## config.mk

```make
export PLATFORM = sky130hd
export DESIGN_NAME = mem_wb_stage
export DESIGN_NICKNAME = d
export VERILOG_FILES = /design/src/rtl/riscv_pkg.sv /design/src/rtl/wb_trap_ctrl.sv /design/src/rtl/mem_wb_stage.sv
export SDC_FILE = /design/constraint.sdc
export NUM_CORES = 1
export LEC_CHECK = 0
export ABC_AREA = 1
export BUFFER_PORTS_ARGS = -buffer_cell sky130_fd_sc_hd__buf_4
export CORE_UTILIZATION = 49
export DETAILED_ROUTE_END_ITERATION = 12
export MAX_ROUTING_LAYER = met4
export PLACE_DENSITY = 0.8
export SETUP_SLACK_MARGIN = 0.05
export SLEW_MARGIN = 40
export SYNTH_ARGS = -nofsm -noshare
export SYNTH_HDL_FRONTEND = slang
export SYNTH_SLANG_ARGS = --single-unit
```

## constraint.sdc

```tcl
create_clock -name clk -period 1.8 [get_ports clk]
set_input_delay 0.18 -clock clk [delete_from_list [all_inputs] [get_ports clk]]
set_output_delay 0.18 -clock clk [all_outputs]
set_load 0.005 [all_outputs]
```

## src/rtl/riscv_pkg.sv

```systemverilog
// Shared RISC-V definitions for the memory/writeback stage: opcodes, trap causes
// and the trap FSM state type.
package riscv_pkg;

  localparam logic [6:0] LOAD   = 7'b0000011;
  localparam logic [6:0] STORE  = 7'b0100011;
  localparam logic [6:0] OP     = 7'b0110011;
  localparam logic [6:0] OP_IMM = 7'b0010011;
  localparam logic [6:0] LUI    = 7'b0110111;
  localparam logic [6:0] AUIPC  = 7'b0010111;
  localparam logic [6:0] JAL    = 7'b1101111;
  localparam logic [6:0] JALR   = 7'b1100111;

  localparam logic [31:0] CAUSE_LD_MISALIGN = 32'd4;
  localparam logic [31:0] CAUSE_ST_MISALIGN = 32'd6;

  typedef enum logic {RUN = 1'b0, TRAP = 1'b1} wb_state_t;

  function automatic logic writes_rd(input logic [6:0] opcode);
    case (opcode)
      LOAD, OP, OP_IMM, LUI, AUIPC, JAL, JALR: writes_rd = 1'b1;
      default:                                 writes_rd = 1'b0;
    endcase
  endfunction

endpackage

```

## src/rtl/wb_trap_ctrl.sv

```systemverilog
// RUN/TRAP controller: latches the first misalignment fault into cause/epc/tval
// and holds the trap request until the control unit acknowledges it.
module wb_trap_ctrl
  import riscv_pkg::*;
#(
  parameter int XLEN = 32
) (
  input  logic            clk,
  input  logic            rst_n,
  input  logic            valid,
  input  logic            err,
  input  logic            is_store,
  input  logic            trap_ack,
  input  logic [XLEN-1:0] pc,
  input  logic [XLEN-1:0] addr,
  output logic            run,
  output logic            trap_req,
  output logic            flush,
  output logic [XLEN-1:0] mcause,
  output logic [XLEN-1:0] mepc,
  output logic [XLEN-1:0] mtval
);

  wb_state_t state_r;

  // Trap FSM with registered request/flush and frozen trap context while in TRAP
  always_ff @(posedge clk or negedge rst_n) begin
    if (!rst_n) begin
      state_r  <= RUN;
      trap_req <= 1'b0;
      flush    <= 1'b0;
      mcause   <= '0;
      mepc     <= '0;
      mtval    <= '0;
    end else begin
      case (state_r)
        RUN: begin
          if (valid && err) begin
            state_r  <= TRAP;
            trap_req <= 1'b1;
            flush    <= 1'b1;
            mcause   <= is_store ? CAUSE_ST_MISALIGN : CAUSE_LD_MISALIGN;
            mepc     <= pc;
            mtval    <= addr;
          end
        end
        TRAP: begin
          if (trap_ack) begin
            state_r  <= RUN;
            trap_req <= 1'b0;
            flush    <= 1'b0;
          end
        end
        default: begin
          state_r  <= RUN;
          trap_req <= 1'b0;
          flush    <= 1'b0;
        end
      endcase
    end
  end

  assign run = (state_r == RUN);

endmodule

```

## src/rtl/mem_wb_stage.sv

```systemverilog
// Memory/writeback stage: S1 context register aligned with the registered dmem read,
// register-file writeback mux, retired-instruction counter and misalignment trap.
module mem_wb_stage
  import riscv_pkg::*;
#(
  parameter int XLEN      = 32,
  parameter int RF_ADDR_W = 5
) (
  input  logic                 clk,
  input  logic                 rst_n,
  input  logic                 en,
  input  logic                 valid_in,
  input  logic [31:0]          instr_in,
  input  logic [XLEN-1:0]      pc_in,
  input  logic [XLEN-1:0]      alu_in,
  input  logic [XLEN-1:0]      f_addr_in,
  input  logic [XLEN-1:0]      dmem_dout,
  input  logic                 dmem_select,
  input  logic                 dmem_err,
  input  logic                 trap_ack,
  output logic                 rf_we,
  output logic [RF_ADDR_W-1:0] rf_waddr,
  output logic [XLEN-1:0]      rf_wdata,
  output logic                 trap_req,
  output logic                 flush,
  output logic [XLEN-1:0]      mcause,
  output logic [XLEN-1:0]      mepc,
  output logic [XLEN-1:0]      mtval,
  output logic [XLEN-1:0]      instret
);

  logic                 valid_r;
  logic                 is_store_r;
  logic                 wb_en_r;
  logic [RF_ADDR_W-1:0] rd_r;
  logic [XLEN-1:0]      pc_r;
  logic [XLEN-1:0]      alu_r;
  logic [XLEN-1:0]      addr_r;
  logic [XLEN-1:0]      instret_r;
  logic [6:0]           opcode_s;
  logic                 run_s;
  logic                 retire_s;
  logic                 unused_s;

  assign opcode_s = instr_in[6:0];
  assign unused_s = ^instr_in[31:12];

  // S1 capture: valid drops while held so a stalled instruction retires once
  always_ff @(posedge clk or negedge rst_n) begin
    if (!rst_n) begin
      valid_r    <= 1'b0;
      is_store_r <= 1'b0;
      wb_en_r    <= 1'b0;
      rd_r       <= '0;
      pc_r       <= '0;
      alu_r      <= '0;
      addr_r     <= '0;
    end else begin
      valid_r <= en & valid_in;
      if (en) begin
        is_store_r <= (opcode_s == STORE);
        wb_en_r    <= writes_rd(opcode_s);
        rd_r       <= instr_in[7 +: RF_ADDR_W];
        pc_r       <= pc_in;
        alu_r      <= alu_in;
        addr_r     <= f_addr_in;
      end
    end
  end

  assign retire_s = valid_r & ~dmem_err & run_s;
  assign rf_we    = retire_s & wb_en_r & (rd_r != '0);
  assign rf_waddr = rd_r;
  assign rf_wdata = dmem_select ? dmem_dout : alu_r;

  // Retired-instruction counter, wraps naturally
  always_ff @(posedge clk or negedge rst_n) begin
    if (!rst_n) begin
      instret_r <= '0;
    end else if (retire_s) begin
      instret_r <= instret_r + {{(XLEN-1){1'b0}}, 1'b1};
    end
  end

  assign instret = instret_r;

  wb_trap_ctrl #(.XLEN(XLEN)) u_trap_ctrl (
    .clk      (clk),
    .rst_n    (rst_n),
    .valid    (valid_r),
    .err      (dmem_err),
    .is_store (is_store_r),
    .trap_ack (trap_ack),
    .pc       (pc_r),
    .addr     (addr_r),
    .run      (run_s),
    .trap_req (trap_req),
    .flush    (flush),
    .mcause   (mcause),
    .mepc     (mepc),
    .mtval    (mtval)
  );

endmodule

```

* Word level (Yosys, flattened, before mapping) *
Cells that the tools add are included.

cells by class
  add/sub/neg operators = 1
  eq/ne operators = 10
  mux-type cells = 9
  bitwise gates (word level) = 7
  reductions and logical operators = 5

operators by type and width
  kind                   count
  $add 32x1->32 const B  1
  $mux 32                1
  $eq 7x6->1 const B     3
  $eq 7x5->1 const B     2
  $eq 7x7->1 const B     2
  $eq 7x2->1 const B     1
  $reduce_or 7->1        1
  $and 1x1->1            5
  $mux 1                 5
  $reduce_bool 5->1      1
  $pmux 1 s2             2
  $reduce_and 2->1       2
  $mux 2                 1
  $ne 2x1->1 const B     1
  $ne 2x2->1 const B     1
  $not 1->1              2
  $logic_and 1x1->1      1

word-level totals
  register bits after elaboration = 234
  input bits = 167
  logic and storage cells = 45

* Depth between registers and ports, before layout *
  word-level depth = 5
  depth in mapped cells = 9
  mapped depth without buffers = 9

* Modules after synthesis *
From an unflattened synthesis, not the netlist that was laid out.

second synthesis, totals
  cells, all modules = 943
  area total of the unflattened synthesis = 9,148.8 um2

by module, submodules not included
  module        times used  cells an instance  area an instance (um2)  seq. area each (um2)
  mem_wb_stage  1           611                6,119.6                 3,403.3
  wb_trap_ctrl  1           332                3,029.2                 1,701.6

* Worst setup path before layout *
Ideal clock, no wire load.

  path kind = register to register
  start = register instret_r[1] (netlist: instret[1])
  end = register instret_r[20] (netlist: instret[20])
  data arrival time = 1,257 ps
  slack = 417 ps
  stages on the path, launching flop included = 8
  path buffers = 0
  clock period less this slack = 1,383 ps
  cells stage by stage = dfrtp_1 -> ha_1 -> inv_1 -> nor2_2 -> nand3_4 -> nor2_4 -> nand2_1 -> xnor2_1

on the way
  longest elaborated chain between the ends = 1

ends and longest elaborated chain
  what                      RTL line            RTL
  start: declaration        mem_wb_stage.sv:39  logic [XLEN-1:0] instret_r;
  start signal: assignment  mem_wb_stage.sv:81  instret_r <= instret_r + {{(XLEN-1){1'b0}}, 1'b1};
  $add 32x1->32             mem_wb_stage.sv:81

No other way between the ends.
A chain may end at the register's enable or synchronous reset.

* Worst setup path in the final report *
  start = register rd_r[3] (netlist: rf_waddr[3])
  end = output port rf_we

on the way
  longest elaborated chain between the ends = 2

ends and longest elaborated chain
  what                      RTL line            RTL
  start: declaration        mem_wb_stage.sv:35  logic [RF_ADDR_W-1:0] rd_r;
  start signal: assignment  mem_wb_stage.sv:63  rd_r <= instr_in[7 +: RF_ADDR_W];
  $reduce_bool 5->1         mem_wb_stage.sv:72  assign rf_we = retire_s & wb_en_r & (rd_r != '0);
  $and 1x1->1               mem_wb_stage.sv:72
  end: declaration          mem_wb_stage.sv:21  output logic rf_we,

No other way between the ends.

==> run_results.csv <==
group,metric,value,unit
outcome,status,"complete, no violations",
route,drtIter0Drc,483,
critical_path,cpPeakStageDelay,400,ps
synthesis,synth_common_cells,"281 x nand2_1, 204 x dfrtp_1, 186 x o21ai_0",
synthesis,synth_area,8860,sq um
sta,worst_slew_pin_slew,529,ps
critical_path,critPathRequiredTime,1620,ps
grt,grt_pass1_wl,38300,um
synthesis,synth-seq-cells,204,
critical_path,cp_cell_sequence,"nor3_1, a31oi_1, buf_4",
synthesis,synthMostInstantiatedCell,"nand2_1",
clock_network,worstSkewPairLatency,510,ps
clock_network,cts-root-buf,"clkbuf_16",
sta,relSlewSlack,0.648,
synthesis,synth_edf_count,0,
synthesis,netlist.area_leader.share,0.576,
sta,drv_slew,0,
floorplan,core_area,17500,sq um
route,drtAntennaViolNets,0,
clock_network,tritoncts,"built",
grt,overflow,0,
sta,timing.fmax,0.599,GHz
synthesis,synth_cells,1014,
route,num_vias,8173,
critical_path,crit_type,"reg2out",
clock_network,cts_max_level,1,
critical_path,crit_start,"rf_waddr[3]$_DFFE_PN0P_",
clock_network,cts_buffers,22,
floorplan,fp.dieArea,18600,sq um
synthesis,async_flop_share,1.00,
critical_path,cpMaxStageDelayCell,"dfrtp_1",
critical_path,endpoint_kind,"output pin",
route,viasPerCell,4.99,
critical_path,crit_family,"flip-flops",
critical_path,worst-path-max-fanout,3,
floorplan,start_util,0.507,
grt,grt_use_total,0.272,
route,drt-wirelength-per-cell,15.0,um
synthesis,synth_area_leader_cell,"dfrtp_1",
place,gp_congestion,0.868,
place,place_hpwl,15900,um
clock_network,cts.sinks,204,
synthesis,yosysWarningCount,0,
pwr,p_per_area,927,nW/um^2
sta,fin_crit_sh,0.928,
synthesis,synthTopCellsByArea,"dfrtp_1 58%, nand2_1 12%, o21ai_0 11%",
synthesis,syn_area_per_cell,8.74,sq um
critical_path,cp_data_arrival_time,1490,ps
place,numPortBuffers,284,
pwr,vdd_drop_max,731,uV
route,drc,0,
worst_hold_path,hold_path.startpoint,"instr_in[4]",
sta,finalSetupTns,0,ps
worst_hold_path,hold_class,"in2reg",
critical_path,startpoint_type,"flip-flop",
grt,antenna_found_initial,1,
layout,area_delta_synth_final,45.8,%
place,placed_cell_area,11200,sq um
sta,rsz0062_at_grt,"no",
grt,grt_pass1_vias,7998,
floorplan,io_pins,335,
layout,nets,1567,
critical_path,r2r-start,"instret[1]$_DFFE_PN0P_",
clock_network,clkSlewWorstSetupHoldPaths,60,ps
sta,setup_viol,0,
clock_network,max-clock-path-buffers,3,
synthesis,ys_seq_area_frac,0.576,
floorplan,die_h,136,um
sta,skew,19.4,ps
route,dr.pass1.iters,4,
layout,final_area,12900,sq um
synthesis,synth_ff_type,"dfrtp_1",
sta,period_minus_slack,1670,ps
grt,grt_max_degree,89,
critical_path,path_buf_inv,1,
synthesis,yosysUniqueCellTypes,36,
floorplan,die_w,136,um
sta,hold_viol_final,0,
layout,layout-drive-gt1-share,0.251,
floorplan,core.rowCount,48,
flow_run,max-cap-violations,0,
pwr,power_leakage,6.61,nW
route,wl,24600,um
## power by group
part           switching, mW  internal, mW  total [mW]
Sequential             0.314          5.14        5.46
Clock                   1.79          2.51        4.30
Combinational           1.05          1.18        2.22
## cell usage in the layout (no fill, tap or decap), drive strengths merged
master / n
a31oi: 1
mux2: 3
dfrtp: 204
ha: 1
dlygate4sd3: 104
nor2: 42
xor2: 6
nor3: 10
conb: 30
nor3b: 1
o21ai: 198
and2: 1
nand2: 284
xnor2: 11
nand3: 18
nand4: 12
buf: 301
o21bai: 2
a22oi: 1
nand3b: 6
o22ai: 1
inv: 137
clkinv: 3
diode: 1
clkbuf: 35
## worst register-to-register path, delay by kind of cell, from the launching register on
| family | cells | cell delay, ps |
|---|---|---|
| adders and majority gates | 1 | 220 |
| and+or+nand+nor | 6 | 800 |
| DFF | 1 | 400 |
| buffers and inverters | 1 | 60 |
## sequential cells by signal, indices dropped and copies added (netlist names)
| name | flops |
|---|---|
| valid_r | 1 |
| addr_r | 32 |
| alu_r | 32 |
| u_trap_ctrl.mcause | 2 |
| pc_r | 32 |
| wb_en_r | 1 |
| instret | 32 |
| u_trap_ctrl.mtval | 32 |
| u_trap_ctrl.state_r | 1 |
| is_store_r | 1 |
| rf_waddr | 5 |
| u_trap_ctrl.flush | 1 |
| u_trap_ctrl.mepc | 32 |
## stage by stage
step	hold slack [ps]	cells	setup slack (ps)	total power, mW	utilization
after detailed placement	188	1494	238	7.51	0.639
final	17.8	1638	130	12.0	0.739
after floorplan	-116	1043	417	6.25	-
after CTS	3.56	1637	58.4	12.0	0.739
after global placement	184	1494	311	7.42	0.639
after global routing	28.7	1638	57.7	12.5	0.739
## metal layers
layer	vias up	wire length [um]	track usage
met5	-	0	-
met1	3860	9440	0.308
li1	3897	-	-
met2	337	12500	0.463
met3	79	1440	0.0414
met4	0	1200	0.141
## final timing paths
path | endpoint | slack, ps | cells past startpoint
worst max-delay path | rf_we | 130 | 3
worst min-delay path | is_store_r$_DFFE_PN0P_ | 20 | 4
worst max register to register | instret[24]$_DFFE_PN0P_ | 230 | 8
worst min register to register | u_trap_ctrl.flush$_DFFE_PN0P_ | 480 | 1
max in group asynchronous | pc_r[21]$_DFFE_PN0P_ | 940 | 3
min in group asynchronous | u_trap_ctrl.mepc[10]$_DFFE_PN0P_ | 220 | 2
## logic make-up (layout without fill, tap and decap cells)
| kind of cell | count (synthesis) | in the layout | share of synthesized area |
|---|---|---|---|
| and+or+nand+nor | 374 | 374 | 0.181 |
| DFF | 204 | 204 | 0.576 |
| buffers and inverters | 211 | 580 | 0.105 |
| muxes | 3 | 3 | 0.00381 |
| xor gates and xnor gates | 17 | 17 | 0.0168 |
| other | 1 | 31 | 0.000423 |
| adders and majority gates | 1 | 1 | 0.00141 |
| AOI/OAI and AO/OA | 203 | 203 | 0.116 |
## what timing repair did
item,4_1_cts,5_1_grt
pin swaps,1,0
setup endpoints to repair,1,1
setup buffers,2,0
endpoints found under the hold margin,154,0
gates resized for setup,0,1
hold buffers,104,0
## cell type report
cell class                      count  area, sq um
Tap cell                          225          282
Clock buffer                       34          656
Sequential cell                   204         5110
Inverter                          137          514
Fill cell                        1182         4560
Multi-Input combinational cell    628         2940
Clock inverter                      3         40.0
Antenna cell                        1         2.50
Timing Repair Buffer              406         3380
Note: power is estimated with default switching activity, not from simulation.
